File: config.mk
export PLATFORM = sky130hd
export DESIGN_NAME = word_tokenizer
export DESIGN_NICKNAME = d
export VERILOG_FILES = /design/src/rtl/tok_pkg.sv /design/src/rtl/tok_fifo.sv /design/src/rtl/word_tokenizer.sv
export SDC_FILE = /design/constraint.sdc
export NUM_CORES = 1
export LEC_CHECK = 0
export CELL_PAD_IN_SITES_DETAIL_PLACEMENT = 1
export CELL_PAD_IN_SITES_GLOBAL_PLACEMENT = 1
export CORE_MARGIN = 1.5
export CORE_UTILIZATION = 40
export DETAILED_ROUTE_END_ITERATION = 6
export HOLD_SLACK_MARGIN = 0.15
export PLACE_DENSITY_LB_ADDON = 0.1
export REMOVE_ABC_BUFFERS = 1
export SLEW_MARGIN = 20
export SYNTH_ARGS = -nofsm -noshare
export SYNTH_HDL_FRONTEND = slang
export SYNTH_SLANG_ARGS = --single-unit
File: constraint.sdc
create_clock -name clk -period 2.7 [get_ports clk]
set_input_delay 0.27 -clock clk [delete_from_list [all_inputs] [get_ports clk]]
set_output_delay 0.27 -clock clk [all_outputs]
set_load 0.02 [all_outputs]
File: src/rtl/tok_pkg.sv
// ----------------------------------------------------------------------------
// tok_pkg
// Shared definitions for the word tokenizer:
//   - token kind encodings carried on tok_kind
//   - the single delimiter byte
//   - keyword byte strings for "begin" and "end" and their lengths
//   - tokenizer FSM state encoding
//   - helpers: ASCII upper-to-lower folding, per-position keyword match,
//     and final word classification
// ----------------------------------------------------------------------------
package tok_pkg;

    // Token kinds as presented on tok_kind
    localparam logic [1:0] TOK_OTHER = 2'd0;
    localparam logic [1:0] TOK_BEGIN = 2'd1;
    localparam logic [1:0] TOK_END   = 2'd2;
    localparam logic [1:0] TOK_EOS   = 2'd3;

    // Only the space character separates words
    localparam logic [7:0] DELIM = 8'h20;

    // Keywords, first character in the most significant byte
    localparam logic [39:0] KW_BEGIN     = "begin";
    localparam logic [3:0]  KW_BEGIN_LEN = 4'd5;
    localparam logic [23:0] KW_END       = "end";
    localparam logic [3:0]  KW_END_LEN   = 4'd3;

    // Tokenizer FSM
    typedef enum logic {
        GAP  = 1'b0,
        WORD = 1'b1
    } state_t;

    // Map 'A'..'Z' onto 'a'..'z'; every other byte is left alone
    function automatic logic [7:0] fold_case(input logic [7:0] c);
        logic [7:0] r;
        r = c;
        if (c >= 8'h41 && c <= 8'h5A) begin
            r = c | 8'h20;
        end
        return r;
    endfunction

    // True when folded character c equals "begin"[pos]; false past the keyword
    function automatic logic match_begin(input logic [3:0] pos, input logic [7:0] c);
        logic [7:0] kw;
        kw = 8'h00;
        case (pos)
            4'd0:    kw = KW_BEGIN[39:32];
            4'd1:    kw = KW_BEGIN[31:24];
            4'd2:    kw = KW_BEGIN[23:16];
            4'd3:    kw = KW_BEGIN[15:8];
            4'd4:    kw = KW_BEGIN[7:0];
            default: kw = 8'h00;
        endcase
        return (pos < KW_BEGIN_LEN) && (c == kw);
    endfunction

    // True when folded character c equals "end"[pos]; false past the keyword
    function automatic logic match_end(input logic [3:0] pos, input logic [7:0] c);
        logic [7:0] kw;
        kw = 8'h00;
        case (pos)
            4'd0:    kw = KW_END[23:16];
            4'd1:    kw = KW_END[15:8];
            4'd2:    kw = KW_END[7:0];
            default: kw = 8'h00;
        endcase
        return (pos < KW_END_LEN) && (c == kw);
    endfunction

    // Final classification of a finished word. A word that overflowed the
    // length counter can never be a keyword, whatever its saturated length.
    function automatic logic [1:0] classify(
        input logic [3:0] len,
        input logic       begin_ok,
        input logic       end_ok,
        input logic       overflow
    );
        logic [1:0] k;
        k = TOK_OTHER;
        if (!overflow && begin_ok && len == KW_BEGIN_LEN) begin
            k = TOK_BEGIN;
        end else if (!overflow && end_ok && len == KW_END_LEN) begin
            k = TOK_END;
        end
        return k;
    endfunction

endpackage

File: src/rtl/tok_fifo.sv
// ----------------------------------------------------------------------------
// tok_fifo
// Small synchronous token FIFO with two write lanes per cycle.
//
// Ports:
//   clk         rising-edge clock
//   reset       asynchronous active-low reset; empties the FIFO
//   push0       write lane 0 enable
//   push0_data  lane 0 data (written first, i.e. nearer the head)
//   push1       write lane 1 enable; only meaningful together with push0
//   push1_data  lane 1 data
//   pop         remove the head entry (ignored when empty)
//   head_valid  FIFO holds at least one entry
//   head_data   entry at the head (undefined when empty)
//   free_next   free entries once this cycle's pushes and pops have landed
//
// The writer must never push more than the free entries; the tokenizer
// guarantees this by only accepting a character while two entries are free.
// ----------------------------------------------------------------------------
module tok_fifo
    import tok_pkg::*;
#(
    parameter int DEPTH = 4,
    parameter int W     = 6
) (
    input  logic                     clk,
    input  logic                     reset,
    input  logic                     push0,
    input  logic [W-1:0]             push0_data,
    input  logic                     push1,
    input  logic [W-1:0]             push1_data,
    input  logic                     pop,
    output logic                     head_valid,
    output logic [W-1:0]             head_data,
    output logic [$clog2(DEPTH):0]   free_next
);

    localparam int AW = $clog2(DEPTH);
    localparam int CW = AW + 1;
    localparam logic [AW-1:0] PTR_ONE = 1;

    logic [W-1:0]  mem_reg [DEPTH];
    logic [AW-1:0] rd_ptr_reg, rd_ptr_next;
    logic [AW-1:0] wr_ptr_reg, wr_ptr_next;
    logic [AW-1:0] wr_ptr_plus1;
    logic [CW-1:0] count_reg, count_next;
    logic          pop_ok;

    logic [DEPTH-1:0] wen;
    logic [W-1:0]     wdata [DEPTH];

    assign wr_ptr_plus1 = wr_ptr_reg + PTR_ONE;

    // Per-entry write decode: lane 0 lands at the write pointer, lane 1 in
    // the slot after it (pointer arithmetic wraps naturally at DEPTH).
    generate
        for (genvar gi = 0; gi < DEPTH; gi++) begin : g_wr
            logic hit0;
            logic hit1;
            assign hit0      = push0 && (wr_ptr_reg == AW'(gi));
            assign hit1      = push0 && push1 && (wr_ptr_plus1 == AW'(gi));
            assign wen[gi]   = hit0 || hit1;
            assign wdata[gi] = hit0 ? push0_data : push1_data;
        end
    endgenerate

    // Storage carries no reset; empty entries are never observed
    always_ff @(posedge clk) begin
        for (int i = 0; i < DEPTH; i++) begin
            if (wen[i]) begin
                mem_reg[i] <= wdata[i];
            end
        end
    end

    assign head_valid = (count_reg != '0);
    assign head_data  = mem_reg[rd_ptr_reg];
    assign pop_ok     = pop && head_valid;

    always_comb begin
        rd_ptr_next = rd_ptr_reg + AW'(pop_ok);
        wr_ptr_next = wr_ptr_reg + AW'(push0) + AW'(push0 && push1);
        count_next  = count_reg + CW'(push0) + CW'(push0 && push1) - CW'(pop_ok);
        free_next   = CW'(DEPTH) - count_next;
    end

    always_ff @(posedge clk or negedge reset) begin
        if (!reset) begin
            rd_ptr_reg <= '0;
            wr_ptr_reg <= '0;
            count_reg  <= '0;
        end else begin
            rd_ptr_reg <= rd_ptr_next;
            wr_ptr_reg <= wr_ptr_next;
            count_reg  <= count_next;
        end
    end

endmodule

File: src/rtl/word_tokenizer.sv
// ----------------------------------------------------------------------------
// word_tokenizer
// Splits a byte stream into space-delimited words, classifies each word
// case-insensitively as BEGIN / END / OTHER and queues one token per word,
// plus an EOS token when the final character of a stream is accepted.
//
// Ports:
//   clk        rising-edge clock
//   reset      asynchronous active-low reset; drops partial and queued tokens
//   in_valid   in_char / in_last are valid
//   in_ready   character accepted this cycle when in_valid is also high
//   in_char    ASCII character
//   in_last    final character of the stream
//   tok_valid  a token is available at the FIFO head
//   tok_ready  consumer takes the head token this cycle
//   tok_kind   0 OTHER, 1 BEGIN, 2 END, 3 EOS
//   tok_len    word length saturated at MAX_LEN; 0 for EOS
// ----------------------------------------------------------------------------
module word_tokenizer
    import tok_pkg::*;
#(
    parameter int MAX_LEN    = 15,
    parameter int FIFO_DEPTH = 4
) (
    input  logic       clk,
    input  logic       reset,
    input  logic       in_valid,
    output logic       in_ready,
    input  logic [7:0] in_char,
    input  logic       in_last,
    output logic       tok_valid,
    input  logic       tok_ready,
    output logic [1:0] tok_kind,
    output logic [3:0] tok_len
);

    localparam int CW = $clog2(FIFO_DEPTH) + 1;
    localparam logic [3:0] LEN_MAX = 4'(MAX_LEN);

    // FSM state and word-in-progress bookkeeping
    state_t     state_reg;
    logic [3:0] len_reg;
    logic       begin_ok_reg;   // every character so far matches "begin"
    logic       end_ok_reg;     // every character so far matches "end"
    logic       ovf_reg;        // word grew beyond MAX_LEN
    logic       ready_reg;

    logic       accept;
    logic       is_delim;
    logic [7:0] ch;

    // The word as it stands once the current (non-delimiter) character is added
    logic [3:0] ext_len;
    logic       ext_begin_ok;
    logic       ext_end_ok;
    logic       ext_ovf;

    // The word being closed this cycle, if any
    logic [1:0] fin_kind;
    logic [3:0] fin_len;

    logic       push_word;
    logic       push_eos;
    logic       push0, push1;
    logic [5:0] push0_data, push1_data;

    logic       head_valid;
    logic [5:0] head_data;
    logic [CW-1:0] free_next;

    assign accept   = in_valid && ready_reg;
    assign is_delim = (in_char == DELIM);
    assign ch       = fold_case(in_char);

    always_comb begin
        ext_len      = 4'd1;
        ext_begin_ok = 1'b0;
        ext_end_ok   = 1'b0;
        ext_ovf      = 1'b0;
        if (state_reg == GAP) begin
            ext_len      = 4'd1;
            ext_begin_ok = match_begin(4'd0, ch);
            ext_end_ok   = match_end(4'd0, ch);
            ext_ovf      = 1'b0;
        end else begin
            // len_reg is the zero-based position of the incoming character
            ext_len      = (len_reg == LEN_MAX) ? len_reg : len_reg + 4'd1;
            ext_begin_ok = begin_ok_reg && match_begin(len_reg, ch);
            ext_end_ok   = end_ok_reg && match_end(len_reg, ch);
            ext_ovf      = ovf_reg || (len_reg == LEN_MAX);
        end
    end

    // A delimiter closes the word held in the registers; an in_last
    // non-delimiter closes the word including itself.
    always_comb begin
        if (is_delim) begin
            fin_kind = classify(len_reg, begin_ok_reg, end_ok_reg, ovf_reg);
            fin_len  = len_reg;
        end else begin
            fin_kind = classify(ext_len, ext_begin_ok, ext_end_ok, ext_ovf);
            fin_len  = ext_len;
        end
    end

    assign push_word = accept && (is_delim ? (state_reg == WORD) : in_last);
    assign push_eos  = accept && in_last;

    // Word token always goes on lane 0 so it precedes EOS in the queue
    assign push0      = push_word || push_eos;
    assign push0_data = push_word ? {fin_kind, fin_len} : {TOK_EOS, 4'd0};
    assign push1      = push_word && push_eos;
    assign push1_data = {TOK_EOS, 4'd0};

    always_ff @(posedge clk or negedge reset) begin
        if (!reset) begin
            state_reg    <= GAP;
            len_reg      <= 4'd0;
            begin_ok_reg <= 1'b0;
            end_ok_reg   <= 1'b0;
            ovf_reg      <= 1'b0;
            ready_reg    <= 1'b0;
        end else begin
            // Two free entries needed: one character may push word + EOS
            ready_reg <= (free_next >= CW'(2));
            if (accept) begin
                if (is_delim || in_last) begin
                    state_reg    <= GAP;
                    len_reg      <= 4'd0;
                    begin_ok_reg <= 1'b0;
                    end_ok_reg   <= 1'b0;
                    ovf_reg      <= 1'b0;
                end else begin
                    state_reg    <= WORD;
                    len_reg      <= ext_len;
                    begin_ok_reg <= ext_begin_ok;
                    end_ok_reg   <= ext_end_ok;
                    ovf_reg      <= ext_ovf;
                end
            end
        end
    end

    tok_fifo #(
        .DEPTH (FIFO_DEPTH),
        .W     (6)
    ) u_fifo (
        .clk        (clk),
        .reset      (reset),
        .push0      (push0),
        .push0_data (push0_data),
        .push1      (push1),
        .push1_data (push1_data),
        .pop        (tok_ready),
        .head_valid (head_valid),
        .head_data  (head_data),
        .free_next  (free_next)
    );

    assign in_ready  = ready_reg;
    assign tok_valid = head_valid;
    // Zero the payload while empty so reset and idle show kind 0 / len 0
    assign tok_kind  = head_valid ? head_data[5:4] : 2'd0;
    assign tok_len   = head_valid ? head_data[3:0] : 4'd0;

endmodule
==> results of run 1 <==
==> cells by family (layout without fill, tap and decap cells) <==
logic type | count (synthesis) | in the layout | synth area share, %
AOI/OAI and AO/OA | 55 | 55 | 15.22
xor gates and xnor gates | 10 | 10 | 3.393
adders and majority gates | 12 | 12 | 6.689
buffers and inverters | 29 | 95 | 4.847
muxes | 7 | 7 | 5.623
and+or+nand+nor | 102 | 102 | 20.80
DFF | 40 | 40 | 43.43
==> worst max-delay path by stage <==
stage,endpoint,depth (start not counted)
floorplan,in_ready,10
global placement,in_ready,12
detailed placement,in_ready,12
CTS,in_ready,12
global route,in_ready,11
finish,in_ready,11
==> layout make-up <==
class	instances	area (sq um)	area share (%)
inverters	14	52.55	1.554
clock buffers	5	68.82	2.035
repair buffers	73	583.1	17.24
clock inverters	3	46.29	1.369
well taps	77	96.34	2.849
multi-input cells	186	1413	41.77
flip-flops and latches	40	1122	33.19
==> routing by layer <==
| layer | wire length [um] | GRT usage [%] | vias up |
|---|---|---|---|
| met5 | 0 | 0 | - |
| met4 | 194 | 8.333 | 0 |
| met3 | 193 | 3.280 | 15 |
| met2 | 3989 | 40.65 | 50 |
| met1 | 3435 | 29.92 | 1107 |
| li1 | - | - | 1075 |
==> metrics by stage <==
| stage | setup TNS (ns) | std cells | utilization, % | instance area [sq um] |
|---|---|---|---|---|
| floorplan | -0.2910 | 240 | - | 2509 |
| global placement | -1.338 | 365 | 48.04 | 3015 |
| detailed placement | -1.451 | 365 | 48.04 | 3015 |
| CTS | 0 | 396 | 53.18 | 3338 |
| global route | -0.3040 | 398 | 53.88 | 3382 |
| finish | -0.1042 | 398 | 53.88 | 3382 |
==> synth_stat cells, types with 2 or more instances <==
library cell  instances
ha_1                  9
o21ai_1               2
a22oi_1               3
inv_1                14
a2111oi_1             2
nand4_1               3
nand2b_1              3
nand3_1               4
a31oi_1               2
xor2_1                2
nand2_1              18
nor2_1               18
o22ai_1               5
mux4_2                6
a32oi_1               2
and2_1                2
xnor2_1               8
nor4_1                3
o21ai_0               9
edfxtp_1             24
a21oi_1               9
buf_6                 2
nor2b_1               9
nor4b_1               3
nor3_1               30
dfrtp_1              16
o2111ai_2             2
fa_1                  3
clkbuf_1             12
or3_1                 2
a31o_2                2
o211ai_1              6
==> power by group through the flow <==
stage | clock [mW] | combinational (mW) | sequential (mW)
finish | 0.516 | 1.50 | 0.968
global route | 0.540 | 1.61 | 0.992
CTS | 0.518 | 1.41 | 0.962
detailed placement | 0 | 1.35 | 0.972
global placement | 0 | 1.31 | 0.964
floorplan | 0 | 0.888 | 0.932
==> what timing repair did <==
action	4_1_cts	5_1_grt
gates resized for setup	26	9
endpoints found under the setup margin	2	29
pin swaps	12	6
buffers inserted	23	2
==> critical path: stages <==
cell,delay (ns)
dlygate4sd2_1,0.29
nor4b_4,0.33
nand2_1,0.11
o211ai_1,0.25
ha_1,0.31
fa_2,0.41
fa_2,0.39
xnor2_2,0.16
xnor2_2,0.17
xnor2_1,0.21
nand3b_1,0.09
==> results.yml, run 1 <==
timing:
  relSlewSlack_pct: 43.33
  final-hold-violation-count: 0
  postLayoutSetupSlackWorst_ns: -0.1042
  fmax_mhz: 356.6
  period_needed_ns: 2.804
  finalSetupViolCount: 1
  drv_slew: 0
  fin_crit_sh_pct: 103.9
  worst_pin_slew_ns: 0.8474
  holdWs_ns: 0.4447
  rsz0062_at_grt: "true"
  fin_skew_ns: 0.009426
floorplan:
  rows: 29
  coreArea_sq_um: 6277
  ioPinCount: 21
  die_x_um: 83.33
  dieArea_sq_um: 6944
  dieHeight_um: 83.33
  initial_core_util_pct: 41.12
synth:
  yosys_most_used_dff: "edfxtp_1"
  yosysTopAreaCell: "edfxtp_1"
  synth_top_area_share_pct: 27.92
  yosys_warnings: 0
  synthCells: 255
  synth_area_leaders: "edfxtp_1, dfrtp_1, nor3_1"
  yosys_register_bits: 40
  synth-edff-count: 24
  yosys.cell_types.count: 52
  netlist_area_sq_um: 2581
  ys_async_sr_fraction_pct: 40.00
  yosysSeqAreaShare_pct: 43.43
  syn_area_per_cell_sq_um: 10.12
pwr:
  swShare_pct: 40.49
  total_power_mw: 2.982
  intPower_mw: 1.775
  p_sw_mw: 1.208
  ir_drop_mv: 0.5233
  seq_power_share_pct: 32.5
  pwr_density_cell_nw_per_um2: 881.8
  power.leakage_nw: 1.266
  clkPwrFrac_pct: 17.3
  power_frac_comb_pct: 50.2
clock_tree:
  clk_latency_ns: 0.30
  clk_path_buf_depth: 2
  cts_root_buffer: "clkbuf_8"
  cts_buffers: 5
  htreeDepth: 2
  hold_buffers: 0
  cts_tree: "done"
  clkTransAtPathRegs_ns: 0.09
  clkSinkCount: 40
layout:
  fillCellCount: 707
  diodes: 0
  largest_reg_flops: 24
  syn_to_final_growth_pct: 31.02
  layout_common_cells: "buf_4, nor3_1, edfxtp_1, nand2_1, dfrtp_1"
  drive_above_1_share_pct: 28.97
  mostFrequentLayoutCell: "buf_4"
  nets: 345
global_route:
  grt_pass1_vias: 2399
  grt-ovfl-total: 0
  antenna_found_initial: 0
  grt_pass1_wl_mm: 12.60
  grt_max_degree: 17
  grtUsageTotal_pct: 23.45
critical_path:
  cp.arrival_ns: 2.99
  crit_path_max_fanout: 3
  crit_required_ns: 2.88
  cp-end-kind: "flop"
  startpoint_type: "input port"
  rr_endpoint: "in_ready"
  reg2reg_depth: 9
  timing.rr.start: "u_fifo.count_reg[1]"
  critPathLaunch: "in_char[4]"
  r2r_slack_ns: -0.01
  path_class: "input port to flop"
detailed_routing:
  vias: 2247
  dr.pass1.iters: 4
  post_drt_wl_per_cell_um: 19.63
  detail_route.vias_per_cell: 5.646
  post-route-drc-count: 0
  drt-total-wl_mm: 7.812
  first_iter_violations: 89
  ant_nets: 0
place:
  gp_congestion: 0.8091
  port_buffers: 20
  dp_hpwl_mm: 5.167
  dp_slack_ns: -0.7158
worst_hold_path:
  min_path_type: "input port to asynchronous set/reset pin"
outcome:
  outcome: "finished, violations left"
  violations: "setup timing"
flow_run:
  drv_cap: 0
Note: power is estimated with default switching activity, not from simulation.
==> run 2: changes to the inputs <==
Settings changed: CORE_MARGIN 1.5 to default.
==> results.yml, run 2 (synthesis results as in run 1) <==
outcome:
  outcome: "finished, final reports clean"
pwr:
  seq_power_share_pct: 34.3
  total_power_mw: 2.808
  clkPwrFrac_pct: 14.8
  pwr_density_cell_nw_per_um2: 874.9
  intPower_mw: 1.664
  power.leakage_nw: 1.181
  power_frac_comb_pct: 51.0
  ir_drop_mv: 0.5128
  swShare_pct: 40.73
  p_sw_mw: 1.144
global_route:
  grt_pass1_wl_mm: 11.32
  grt-ovfl-total: 0
  antenna_found_initial: 0
  grtUsageTotal_pct: 23.20
  grt_pass1_vias: 2196
  grt_max_degree: 17
critical_path:
  cp-end-kind: "flop"
  critPathMostFrequentCell: "fa_2"
  r2r_slack_ns: 0.18
  timing.rr.start: "u_fifo.count_reg[2]"
  crit_required_ns: 2.88
  cp_num_buf_inv: 3
  cp.arrival_ns: 2.75
  startpoint_type: "input port"
  path_class: "input port to flop"
  path_cells: "clkdlybuf4s15_1, buf_4, or4_4, nor3_4, o21ai_2, fa_2, fa_2, inv_1, ha_4, nand3b_1"
  crit_path_max_fanout: 2
  rr_endpoint: "in_ready"
  slowest_delay_ns: 0.55
  slowest_stage: "or4_4"
  reg2reg_depth: 8
  crit_family: "adder cells"
layout:
  drive_above_1_share_pct: 24.92
  final_core_util_pct: 52.95
  largest_reg_flops: 24
  syn_to_final_growth_pct: 24.33
  nets: 329
  diodes: 0
  final_area_sq_um: 3209
  mostFrequentLayoutCell: "buf_4"
  layout_common_cells: "buf_4, nor3_1, edfxtp_1, nor2_1, nand2_1"
timing:
  drv_slew: 0
  finalSetupViolCount: 0
  relSlewSlack_pct: 40.31
  period_needed_ns: 2.573
  fin_skew_ns: 0.005313
  final-hold-violation-count: 0
  fin_crit_sh_pct: 95.30
  fmax_mhz: 388.6
  worst_pin_slew_ns: 0.8925
  tns_ns: 0
  holdWs_ns: 0.4728
floorplan:
  die_x_um: 82.33
  dieArea_sq_um: 6778
  coreArea_sq_um: 6061
  ioPinCount: 21
  dieHeight_um: 82.33
  initial_core_util_pct: 42.59
  rows: 28
clock_tree:
  cts_root_buffer: "clkbuf_8"
  cts_buffers: 5
  htreeDepth: 2
  clkSinkCount: 40
  cts_tree: "done"
  clk_latency_ns: 0.30
  clk_path_buf_depth: 2
  hold_buffers: 0
  clkTransAtPathRegs_ns: 0.08
detailed_routing:
  post_drt_wl_per_cell_um: 18.39
  vias: 2191
  ant_nets: 0
  dr.pass1.iters: 4
  post-route-drc-count: 0
  first_iter_violations: 77
  drt-total-wl_mm: 6.988
  detail_route.vias_per_cell: 5.766
place:
  dp_hpwl_mm: 5.442
  port_buffers: 20
  gp_congestion: 0.8641
  placed_cell_area_sq_um: 3058
worst_hold_path:
  min_path_type: "input port to asynchronous set/reset pin"
flow_run:
  drv_cap: 0
-- run 2: power by group through the flow --
stage | combinational, mW | sequential [mW] | clock, mW
floorplan | 0.888 | 0.932 | 0
global placement | 1.31 | 0.964 | 0
detailed placement | 1.36 | 0.972 | 0
CTS | 1.39 | 0.966 | 0.424
global route | 1.61 | 0.987 | 0.446
finish | 1.43 | 0.962 | 0.414
-- run 2: worst max path at each step --
stage | startpoint | endpoint | slack (ns) | cells past startpoint
final | in_char[0] | in_ready | 0.13 | 10
after CTS | in_char[4] | in_ready | 0.007 | 11
after floorplan | in_char[4] | in_ready | -0.26 | 10
after global placement | in_char[4] | in_ready | -0.58 | 11
after global routing | in_char[5] | in_ready | -0.01 | 11
after detailed placement | in_char[4] | in_ready | -0.70 | 11
-- run 2: per-stage QoR --
step | worst slack [ns] | cells
4_1_cts | 0.006786 | 379
3_5_place_dp | -0.6985 | 369
6_report | 0.1268 | 380
2_1_floorplan | -0.2648 | 240
3_3_place_gp | -0.5810 | 369
5_1_grt | -0.01395 | 380
-- run 2: what timing repair did --
action	in CTS	in global routing
setup buffers	2	1
pin swaps	11	11
setup endpoints to repair	2	1
resized for setup	35	5
-- run 2: final cells by class --
cell class                      count  area, sq um
Multi-Input combinational cell    186         1400
Sequential cell                    40         1121
Clock inverter                      3        18.77
Tap cell                           75        93.84
Inverter                           14        52.55
Clock buffer                        5        68.82
Timing Repair Buffer               57        454.2
Fill cell                         684         2851
-- run 2: routing by layer --
metal,global-route usage (%),wire [um],vias up,part of all wire [%]
met5,0,0,-,0
met4,6.667,82,0,1.2
met3,3.956,222,10,3.2
met2,40.25,3453,39,49
met1,29.50,3230,1092,46
li1,-,-,1050,-
